===== config.mk =====
export PLATFORM = sky130hd
export DESIGN_NAME = in_skew_4x4_2dw
export DESIGN_NICKNAME = d
export VERILOG_FILES = /design/src/rtl/in_skew_4x4_2dw_pkg.sv /design/src/rtl/in_skew_4x4_2dw_skew_delay_line.sv /design/src/rtl/in_skew_4x4_2dw.sv
export SDC_FILE = /design/constraint.sdc
export NUM_CORES = 1
export LEC_CHECK = 0
export BUFFER_PORTS_ARGS = -buffer_cell sky130_fd_sc_hd__buf_2
export CAP_MARGIN = 20
export CELL_PAD_IN_SITES_DETAIL_PLACEMENT = 2
export CELL_PAD_IN_SITES_GLOBAL_PLACEMENT = 2
export CORE_MARGIN = 2
export CORE_UTILIZATION = 30
export DETAILED_ROUTE_END_ITERATION = 8
export PLACE_DENSITY_LB_ADDON = 0.1
export SETUP_SLACK_MARGIN = 0.5
export SYNTH_ARGS = -nofsm -noshare
export SYNTH_HDL_FRONTEND = slang
export SYNTH_SLANG_ARGS = --single-unit

===== constraint.sdc =====
create_clock -name clk -period 1.6 [get_ports clk]
set_input_delay 0.24 -clock clk [delete_from_list [all_inputs] [get_ports clk]]
set_output_delay 0.24 -clock clk [all_outputs]
set_load 0.02 [all_outputs]

===== src/rtl/in_skew_4x4_2dw_pkg.sv =====
// Shared constants and FSM encoding for the 4x4 systolic-array input skew block.
package in_skew_4x4_2dw_pkg;

  localparam int SKEW_DATA_WIDTH = 16;
  localparam int SKEW_D_2_W      = 2 * SKEW_DATA_WIDTH;
  localparam int SKEW_N          = 4;
  localparam int SKEW_M          = 7;

  typedef enum logic [1:0] {
    IDLE  = 2'd0,
    READ  = 2'd1,
    FLUSH = 2'd2,
    DONE  = 2'd3
  } skew_state_e;

endpackage


===== src/rtl/in_skew_4x4_2dw_skew_delay_line.sv =====
// Valid-qualified shift register of DEPTH stages; output data reads zero
// whenever the last stage holds no valid word.
module skew_delay_line #(
  parameter int WIDTH = 32,
  parameter int DEPTH = 1
) (
  input  logic             clk,
  input  logic             rst_n,
  input  logic             in_valid_i,
  input  logic [WIDTH-1:0] in_data_i,
  output logic             out_valid_o,
  output logic [WIDTH-1:0] out_data_o
);

  logic [WIDTH-1:0] data_q [DEPTH];
  logic [DEPTH-1:0] valid_q;

  always_ff @(posedge clk or negedge rst_n) begin
    if (!rst_n) begin
      valid_q <= '0;
      for (int i = 0; i < DEPTH; i++) begin
        data_q[i] <= '0;
      end
    end else begin
      valid_q[0] <= in_valid_i;
      if (in_valid_i) begin
        data_q[0] <= in_data_i;
      end
      for (int i = 1; i < DEPTH; i++) begin
        valid_q[i] <= valid_q[i-1];
        data_q[i]  <= data_q[i-1];
      end
    end
  end

  assign out_valid_o = valid_q[DEPTH-1];
  assign out_data_o  = valid_q[DEPTH-1] ? data_q[DEPTH-1] : '0;

endmodule


===== src/rtl/in_skew_4x4_2dw.sv =====
// Reads one m-row tile from the input row buffer and skews lane k by k cycles
// to build the diagonal wavefront for the west edge of the 4x4 array.
module in_skew_4x4_2dw
  import in_skew_4x4_2dw_pkg::*;
#(
  parameter int DATA_WIDTH = SKEW_DATA_WIDTH,
  parameter int D_2_W      = 2 * DATA_WIDTH,
  parameter int n          = SKEW_N,
  parameter int m          = SKEW_M
) (
  input  logic             clk,
  input  logic             rst_n,
  input  logic             start,
  input  logic             buf_empty,
  input  logic [D_2_W-1:0] in0,
  input  logic [D_2_W-1:0] in1,
  input  logic [D_2_W-1:0] in2,
  input  logic [D_2_W-1:0] in3,
  output logic             buf_read,
  output logic [D_2_W-1:0] out0,
  output logic [D_2_W-1:0] out1,
  output logic [D_2_W-1:0] out2,
  output logic [D_2_W-1:0] out3,
  output logic [3:0]       lane_valid,
  output logic             busy,
  output logic             done
);

  localparam int RD_W = $clog2(m + 1);
  localparam int FL_W = $clog2(n + 1);

  skew_state_e     state_q, state_d;
  logic [RD_W-1:0] rd_cnt_q, rd_cnt_d;
  logic [FL_W-1:0] fl_cnt_q, fl_cnt_d;
  logic            cap_v_q;

  logic [D_2_W-1:0] lane_in  [4];
  logic [D_2_W-1:0] lane_out [4];

  always_ff @(posedge clk or negedge rst_n) begin
    if (!rst_n) begin
      state_q  <= IDLE;
      rd_cnt_q <= '0;
      fl_cnt_q <= '0;
      cap_v_q  <= 1'b0;
    end else begin
      state_q  <= state_d;
      rd_cnt_q <= rd_cnt_d;
      fl_cnt_q <= fl_cnt_d;
      cap_v_q  <= buf_read;
    end
  end

  // An empty buffer during READ cuts the tile short; rows already read still drain.
  always_comb begin
    state_d  = state_q;
    rd_cnt_d = rd_cnt_q;
    fl_cnt_d = fl_cnt_q;
    unique case (state_q)
      IDLE: begin
        if (start && !buf_empty) begin
          state_d  = READ;
          rd_cnt_d = '0;
        end
      end
      READ: begin
        rd_cnt_d = rd_cnt_q + 1'b1;
        if (buf_empty || rd_cnt_q == RD_W'(m - 1)) begin
          state_d  = FLUSH;
          fl_cnt_d = '0;
        end
      end
      FLUSH: begin
        fl_cnt_d = fl_cnt_q + 1'b1;
        if (fl_cnt_q == FL_W'(n)) begin
          state_d = DONE;
        end
      end
      DONE: begin
        state_d = IDLE;
      end
      default: begin
        state_d = IDLE;
      end
    endcase
  end

  assign buf_read = (state_q == READ);
  assign busy     = (state_q != IDLE);
  assign done     = (state_q == DONE);

  assign lane_in[0] = in0;
  assign lane_in[1] = in1;
  assign lane_in[2] = in2;
  assign lane_in[3] = in3;

  // Lane k sees k extra register stages beyond the capture stage.
  for (genvar k = 0; k < 4; k++) begin : g_lane
    skew_delay_line #(
      .WIDTH(D_2_W),
      .DEPTH(k + 1)
    ) u_delay (
      .clk        (clk),
      .rst_n      (rst_n),
      .in_valid_i (cap_v_q),
      .in_data_i  (lane_in[k]),
      .out_valid_o(lane_valid[k]),
      .out_data_o (lane_out[k])
    );
  end

  assign out0 = lane_out[0];
  assign out1 = lane_out[1];
  assign out2 = lane_out[2];
  assign out3 = lane_out[3];

endmodule


==> summary.md, run 1 <==
| Metric | Value |
|---|---|
| Status | `complete, but fails checks` |
| Failing checks | `setup timing` |
| Slew Limit Fails | `0` |
| Design Area, Final | `17,100 µm²` |
| Async S/R FF share, synth | `1.00` |
| Met2 Track Usage GR | `0.250` |
| DIE AREA | `between 30,000 and 40,000 µm²` |
| Final design utilization | `0.469` |
| Mapped Nets | `810` |
| Mux cell area share after synthesis | `0.131` |
| CTS tree | `done` |
| Clock Tree Root | `clkbuf_16` |
| Fin nets | `about 1,300` |
| Finished Layout Cells | `between 1,500 and 2,000` |
| Top Ports | `267` |
| Initial core utilization | `0.304` |
| Max incr delay on CP | `0.40 ns` |
| EDFF count, synth | `0` |
| Mapped cell area | `11,100 µm²` |
| Hold Fails Final Rpt | `0` |
| CP Buf/Inv Count | `1` |
| Met3 Resource Use GR | `0.0358` |
| Max_cap viols | `0` |
| Synthesized area per cell | `roughly 17 µm²` |
| Synth top cells by count | `333 x dfrtp_1, 128 x and2_1, 128 x mux2_2` |
| Vias per cell | `approximately 4.3` |
| Worst setup path endpoint | `state_q[1]$_DFFE_PN0P_` |
| Routability cong. | `between 0.6 and 0.7` |
| Chip height | `196 µm` |
| Post-layout total power | `35.2 mW` |
| Setup slack, reg-to-reg | `-0.1 ns` |
| Layout cell share with drive strength beyond 1 | `0.487` |
| Count of cell types in the netlist | `29` |
| Max_slew headroom | `0.731` |
| Adder-cell share of the synthesized area | `0.00903` |
| Synth Area in Compound Gates | `0.00993` |
| Die X | `about 200 µm` |
| Pwr Density | `2060 nW/µm²` |
| Vias | `6,926` |
| Syn. warnings | `0` |
| Reg2Reg Depth | `5` |
| Maximum clock frequency | `589 MHz` |
| Top Usage Layer GRT | `met2` |
| Top-count cell post-synth | `dfrtp_1` |
| Setup TNS | `-3.45 ns` |
| Worst slew pin tran | `0.404 ns` |
| Largest net degree at the start of global routing | `53` |
| Largest area contributor in the netlist | `dfrtp_1` |
| WL/cell | `~18 µm` |
| Synth Register Bits | `between 300 and 400` |
| Critical-path maximum fanout | `2` |
| Later-pin clock latency in the skew report | `0.52 ns` |
| Global-route wire length before repair | `~44,000 µm` |
| Final worst path period need | `about 1.7 ns` |
| Vias in the first global route | `7,956` |
| Period utilisation layout | `1.06` |
| ANT nets after route | `0` |
| Area after DPL | `13,300 µm²` |
| Met1 GRT Util | `0.183` |
| Critical Path AT | `about 2.1 ns` |
| RSZ-0062 raised after global routing | `yes` |
| Final HPWL DP | `17,000 µm` |
| # diodes | `0` |
| Slowest CP cell | `dfrtp_1` |
| Hold WS | `0.219 ns` |
| Clock buffer count from CTS | `39` |
| Cell family with most CP delay | `flip-flops` |
| R2r endpoint | `state_q[1]$_DFFE_PN0P_` |
| Number of I/O port buffers | `266` |
| Worst setup SP type | `register` |
| Dominant synthesized flop cell | `dfrtp_1` |
| All-layer global routing usage | `0.146` |
| Synth top area cells | `dfrtp_1 75%, mux2_2 13%, and2_1 7.2%, ha_1 0.90%, buf_2 0.59%` |
| Area of the multi-input gates | `2850 µm²` |
| Sequential Area | `8340 µm²` |
| Hold-critical path depth | `3` |
| Router iterations before antenna repair | `6` |
| Clk sinks | `333` |
| Sequential area share after synthesis | `0.751` |
| # DRC | `0` |
| Setup crit start | `state_q[0]$_DFFE_PN0P_` |
| Cells along the critical path | `buf_6 > ha_4 > nor2b_4 > a222oi_1 > mux2_1` |
| Core Region | `36,500 µm²` |
| Placed instance count | `1,396` |
| Worst Skew | `0.0136 ns` |
| Antenna violations before repair | `0` |
| Hold Path Class | `in2reg` |
| P_leak | `7.98 nW` |
| Worst path depth | `5` |
| Post-Place Worst Slack | `-0.0718 ns` |
| Filler Cells Inserted | `3,467` |
| Final setup vio count | `~120` |
| Synth Area in XOR/XNOR | `0` |
| Fin worst setup slack | `-0.0985 ns` |
| CP required | `1.99 ns` |
| Worst-path clk slew | `0.06 ns` |
| Area growth from synthesis to layout | `54.3%` |
| Peak supply drop | `approximately 840 µV` |
| Synth Instances | `670` |
| CTS HTree Levels | `2` |
| Share of the synthesized area in the top cell type | `0.751` |
| Clk buf depth | `3` |
| Overflow after GRT | `0` |
| Drt first-iter violations | `136` |
| RR Startpoint | `state_q[0]$_DFFE_PN0P_` |
| Crit Path Category | `reg2reg` |
| Aggregate routed wire length | `29,500 µm` |
| Row count | `70` |
| Crit end category | `register` |
| Largest family of logic cells by synthesized area | `multiplexers` |
| Post-synthesis simple-gate area fraction | `0.0824` |
## layout make-up
type	instances	share of cell area
Multi-Input combinational cell	297	0.167
Inverter	9	0.00227
Tap cell	468	0.0342
Clock buffer	55	0.0653
Sequential cell	333	0.487
Clock inverter	13	0.0107
Timing Repair Buffer	446	0.234
## layout by cell type (no fill, tap or decap), drive strengths merged
cell         count
a21oi            3
o221ai           3
inv             10
nor2             2
dfrtp          333
and4bb           1
nand2            3
mux2           129
nor2b            1
nand3            3
and2           129
buf            309
o32a             1
nand3b           1
a21boi           1
and3b            2
clkbuf          63
a31o             1
o21ai            2
a211oi           1
dlygate4sd3    129
ha               8
bufinv           4
clkinv           7
nand2b           3
clkinvlp         1
a222oi           1
o211ai           2
## worst reg2reg max path, stage by stage (launching register included)
cell      delay (ns)
dfrtp_1         0.40
buf_6           0.13
ha_4            0.16
nor2b_4         0.12
a222oi_1        0.40
mux2_1          0.37
## cells by family (layout without fill, tap and decap cells)
group                    after synthesis  in the layout
adder cells (fa/ha/maj)                8              8
AO/OA/AOI/OAI                         15             15
flip-flops                           333            333
multiplexers                         129            129
AND/OR/NAND/NOR                      145            145
buffers and inverters                 40            523
## worst min path at each step
| stage | startpoint | end |
|---|---|---|
| after floorplan | rst_n | cap_v_q$_DFF_PN0_ |
| after detailed placement | rst_n | g_lane[2].u_delay.data_q[15]$_DFF_PN0_ |
| after CTS | start | rd_cnt_q[1]$_DFFE_PN0P_ |
| after global placement | rst_n | g_lane[2].u_delay.data_q[15]$_DFF_PN0_ |
| after global routing | start | rd_cnt_q[1]$_DFFE_PN0P_ |
| final | start | rd_cnt_q[1]$_DFFE_PN0P_ |
## flip-flops by register name (all words and copies together), names as in the netlist
name                    cells
g_lane.u_delay.data_q     320
g_lane.u_delay.valid_q      4
fl_cnt_q                    3
rd_cnt_q                    3
state_q                     2
cap_v_q                     1
## metal layers
layer | wire length (µm) | vias up
li1 | - | 3113
met1 | 12400 | 3603
met2 | 15100 | 170
met3 | 1420 | 40
met4 | 555 | 0
met5 | 0 | -
## power by group
| group | leakage (nW) | total (mW) | internal [mW] | switching, mW |
|---|---|---|---|---|
| logic | 3.42 | 11.9 | 6.70 | 5.23 |
| clock network | 0.638 | 8.91 | 5.51 | 3.40 |
| registers | 3.93 | 14.3 | 12.7 | 1.62 |
## timing repair
item                                    4_1_cts  5_1_grt
resized for setup                           160      116
endpoints found under the setup margin      271      272
hold endpoints to repair                    183        0
pin swaps                                     1        6
hold buffers                                129        0
setup buffers                                 7        8
cloned                                        1       12
No activity file was read; power rests on OpenSTA's default activity.
==> run 2: changes to the inputs <==
--- a/config.mk
+++ b/config.mk
@@ -13,7 +13,7 @@
 export CORE_UTILIZATION = 30
 export DETAILED_ROUTE_END_ITERATION = 8
 export PLACE_DENSITY_LB_ADDON = 0.1
-export SETUP_SLACK_MARGIN = 0.5
+export SETUP_SLACK_MARGIN = 0.4
 export SYNTH_ARGS = -nofsm -noshare
 export SYNTH_HDL_FRONTEND = slang
 export SYNTH_SLANG_ARGS = --single-unit
==> run 2 against run 1 <==
  * The run still ends with setup timing left
  * Routed wire length grew 14%
  * Final cell count grew 2.0%
  * Die area is the same
  * Setup slack lost 0.046 ns
  * Clock power is essentially flat
  * Core utilization grew 1.9 points
  * Sequential power is essentially flat
  * Combinational power grew 18%
  * Critical path type is now reg2out
  * Highest routed layer unchanged
==> summary.md, run 2 (same netlist as run 1, synthesis figures left out) <==
| Metric | Value |
|---|---|
| Status | `complete, but fails checks` |
| Failing checks | `setup timing` |
| DIE AREA | `38,500 µm² (unchanged)` |
| P_leak | `8.31 nW (+4.0%)` |
| Global-route wire length before repair | `47,900 µm (+8.5%)` |
| Routability cong. | `0.684 (-1.4%)` |
| WL/cell | `20.3 µm (+11%)` |
| Final setup vio count | `135 (+17%)` |
| Critical Path AT | `1.50 ns (-0.59 ns)` |
| CP required | `1.36 ns (-0.63 ns)` |
| Placed instance count | `1,401 (+0.36%)` |
| Worst slew pin tran | `0.301 ns (-0.103 ns)` |
| Largest Register | `g_lane.u_delay.data_q` |
| Max reg flops | `320 (unchanged)` |
| CTS HTree Levels | `2 (unchanged)` |
| Final HPWL DP | `17,300 µm (+1.6%)` |
| Setup slack, reg-to-reg | `-0.12 ns (-0.02 ns)` |
| Worst Skew | `0.0155 ns (+0.00183 ns)` |
| Router iterations before antenna repair | `4 (-2)` |
| # DRC | `0 (unchanged)` |
| Commonest non-fill, non-tap cells in the layout | `329 x dfrtp_1, 156 x buf_2, 129 x dlygate4sd3_1` |
| Antenna violations before repair | `0 (unchanged)` |
| Commonest non-fill, non-tap cell in the layout | `dfrtp_1` |
| Chip height | `196 µm (unchanged)` |
| Max_cap viols | `0 (unchanged)` |
| Maximum clock frequency | `573 MHz (-2.7%)` |
| Row count | `70 (unchanged)` |
| Largest net degree at the start of global routing | `53 (unchanged)` |
| # diodes | `0 (unchanged)` |
| Fin nets | `1,299 (+2.6%)` |
| Area growth from synthesis to layout | `60.6%` |
| Max_slew headroom | `0.799 (+0.0688)` |
| Number of I/O port buffers | `266 (unchanged)` |
| Layout cell share with drive strength beyond 1 | `0.540 (+0.0530)` |
| Fin worst setup slack | `-0.145 ns (-0.0462 ns)` |
| Clk sinks | `333 (unchanged)` |
| Critical-path maximum fanout | `3 (+1)` |
| Area of the multi-input gates | `2960 µm² (+3.9%)` |
| Filler Cells Inserted | `3,359 (-3.1%)` |
| Worst setup SP type | `register` |
| Final worst path period need | `1.74 ns (+0.0462 ns)` |
| Hold Path Class | `in2async` |
| Vias in the first global route | `8,204 (+3.1%)` |
| Top Ports | `267 (unchanged)` |
| All-layer global routing usage | `0.162 (+0.0168)` |
| Clk buf depth | `3 (unchanged)` |
| Vias | `7,155 (+3.3%)` |
| Sequential Area | `8340 µm² (about the same)` |
| Vias per cell | `4.33 (+1.2%)` |
| Core Region | `36,500 µm² (unchanged)` |
| Finished Layout Cells | `1,654 (+2.0%)` |
| Crit Path Category | `reg2out` |
| Clock buffer count from CTS | `39 (unchanged)` |
| Hold Fails Final Rpt | `0 (unchanged)` |
| Crit end category | `output port` |
| Slew Limit Fails | `0 (unchanged)` |
| Drt first-iter violations | `176 (+29%)` |
| Peak supply drop | `1010 µV (+20%)` |
| Later-pin clock latency in the skew report | `0.53 ns (about the same)` |
| RSZ-0062 raised after global routing | `yes` |
| Die X | `196 µm (unchanged)` |
| CTS tree | `done` |
| Period utilisation layout | `1.09 (+0.0289)` |
| Aggregate routed wire length | `33,500 µm (+14%)` |
| Pwr Density | `2100 nW/µm² (+2.0%)` |
| Initial core utilization | `0.304 (unchanged)` |
| Worst-path clk slew | `0.06 ns (about the same)` |
| ANT nets after route | `0 (unchanged)` |
| Biggest regs | `g_lane.u_delay.data_q x320, g_lane.u_delay.valid_q x4` |
| Clock Tree Root | `clkbuf_16` |
| Overflow after GRT | `0 (unchanged)` |
| Setup TNS | `-9.53 ns (-6.08 ns)` |
run 2: cell count changes in the layout (fill, tap and decap cells not counted), sizes merged:
cell,previous run,this run
buf,309,342
clkbuf,63,64
bufinv,4,3
run 2: timing repair:
| item | in CTS | in global routing |
|---|---|---|
| setup buffers | 20 | 15 |
| cloned | 9 | 12 |
| hold buffers | 129 | 0 |
| pin swaps | 10 | 7 |
| gates resized for setup | 185 | 175 |
| endpoints found under the setup margin | 271 | 272 |
| hold endpoints to repair | 419 | 0 |
run 2: worst max-delay path: stages, from the launching register on:
cell and delay [ns]:
dfrtp_2 0.43, buf_4 0.14, buf_4 0.13, ha_4 0.15, buf_6 0.12
run 2: final cells by class:
cell class,instances,area share
sequential,333,0.468
timing repair buffer,479,0.257
multi-input combinational,297,0.166
clock buffer,56,0.0646
tap,468,0.0329
clock inverter,12,0.00857
inverter,9,0.00204
run 2: path summary, 6_finish.rpt:
check	from	endpoint	cells past startpoint
worst max-delay path	state_q[0]$_DFFE_PN0P_	done	4
worst min-delay path	rst_n	g_lane[0].u_delay.data_q[23]$_DFFE_PN0P_	2
worst max register to register	state_q[0]$_DFFE_PN0P_	state_q[1]$_DFFE_PN0P_	6
worst min register to register	g_lane[2].u_delay.data_q[62]$_DFF_PN0_	g_lane[2].u_delay.data_q[30]$_DFF_PN0_	0
max in group asynchronous	rst_n	g_lane[3].u_delay.data_q[88]$_DFF_PN0_	4
min in group clk	buf_empty	fl_cnt_q[1]$_DFFE_PN0P_	4
run 2: through the flow:
step / power (mW) / hold slack, ns / instance area, µm² / utilization / setup slack [ns]
after CTS: 35.2 / 0.135 / 16900 / 0.464 / -0.148
final: 37.4 / 0.159 / 17800 / 0.488 / -0.145
after global routing: 39.5 / 0.164 / 17800 / 0.488 / -0.219
after detailed placement: 22.9 / 0.110 / 13300 / 0.363 / -0.110
after global placement: 22.5 / 0.110 / 13300 / 0.363 / -0.0274
after floorplan: 19.6 / -0.0556 / 11100 / - / -0.0120
run 2: layer usage:
metal | wire (µm) | GRT usage | share of wire | vias up
met3 | 1620 | 0.0392 | 0.048 | 45
met5 | 0 | 0 | 0 | -
met2 | 17900 | 0.291 | 0.53 | 179
li1 | - | - | - | 3202
met1 | 13500 | 0.196 | 0.40 | 3729
met4 | 522 | 0.0418 | 0.016 | 0
run 2: report_power, final:
group | leakage [nW] | switching [mW] | internal (mW)
logic | 3.74 | 6.03 | 7.96
clock network | 0.643 | 3.44 | 5.48
registers | 3.93 | 1.72 | 12.7
total | 8.31 | 11.2 | 26.2
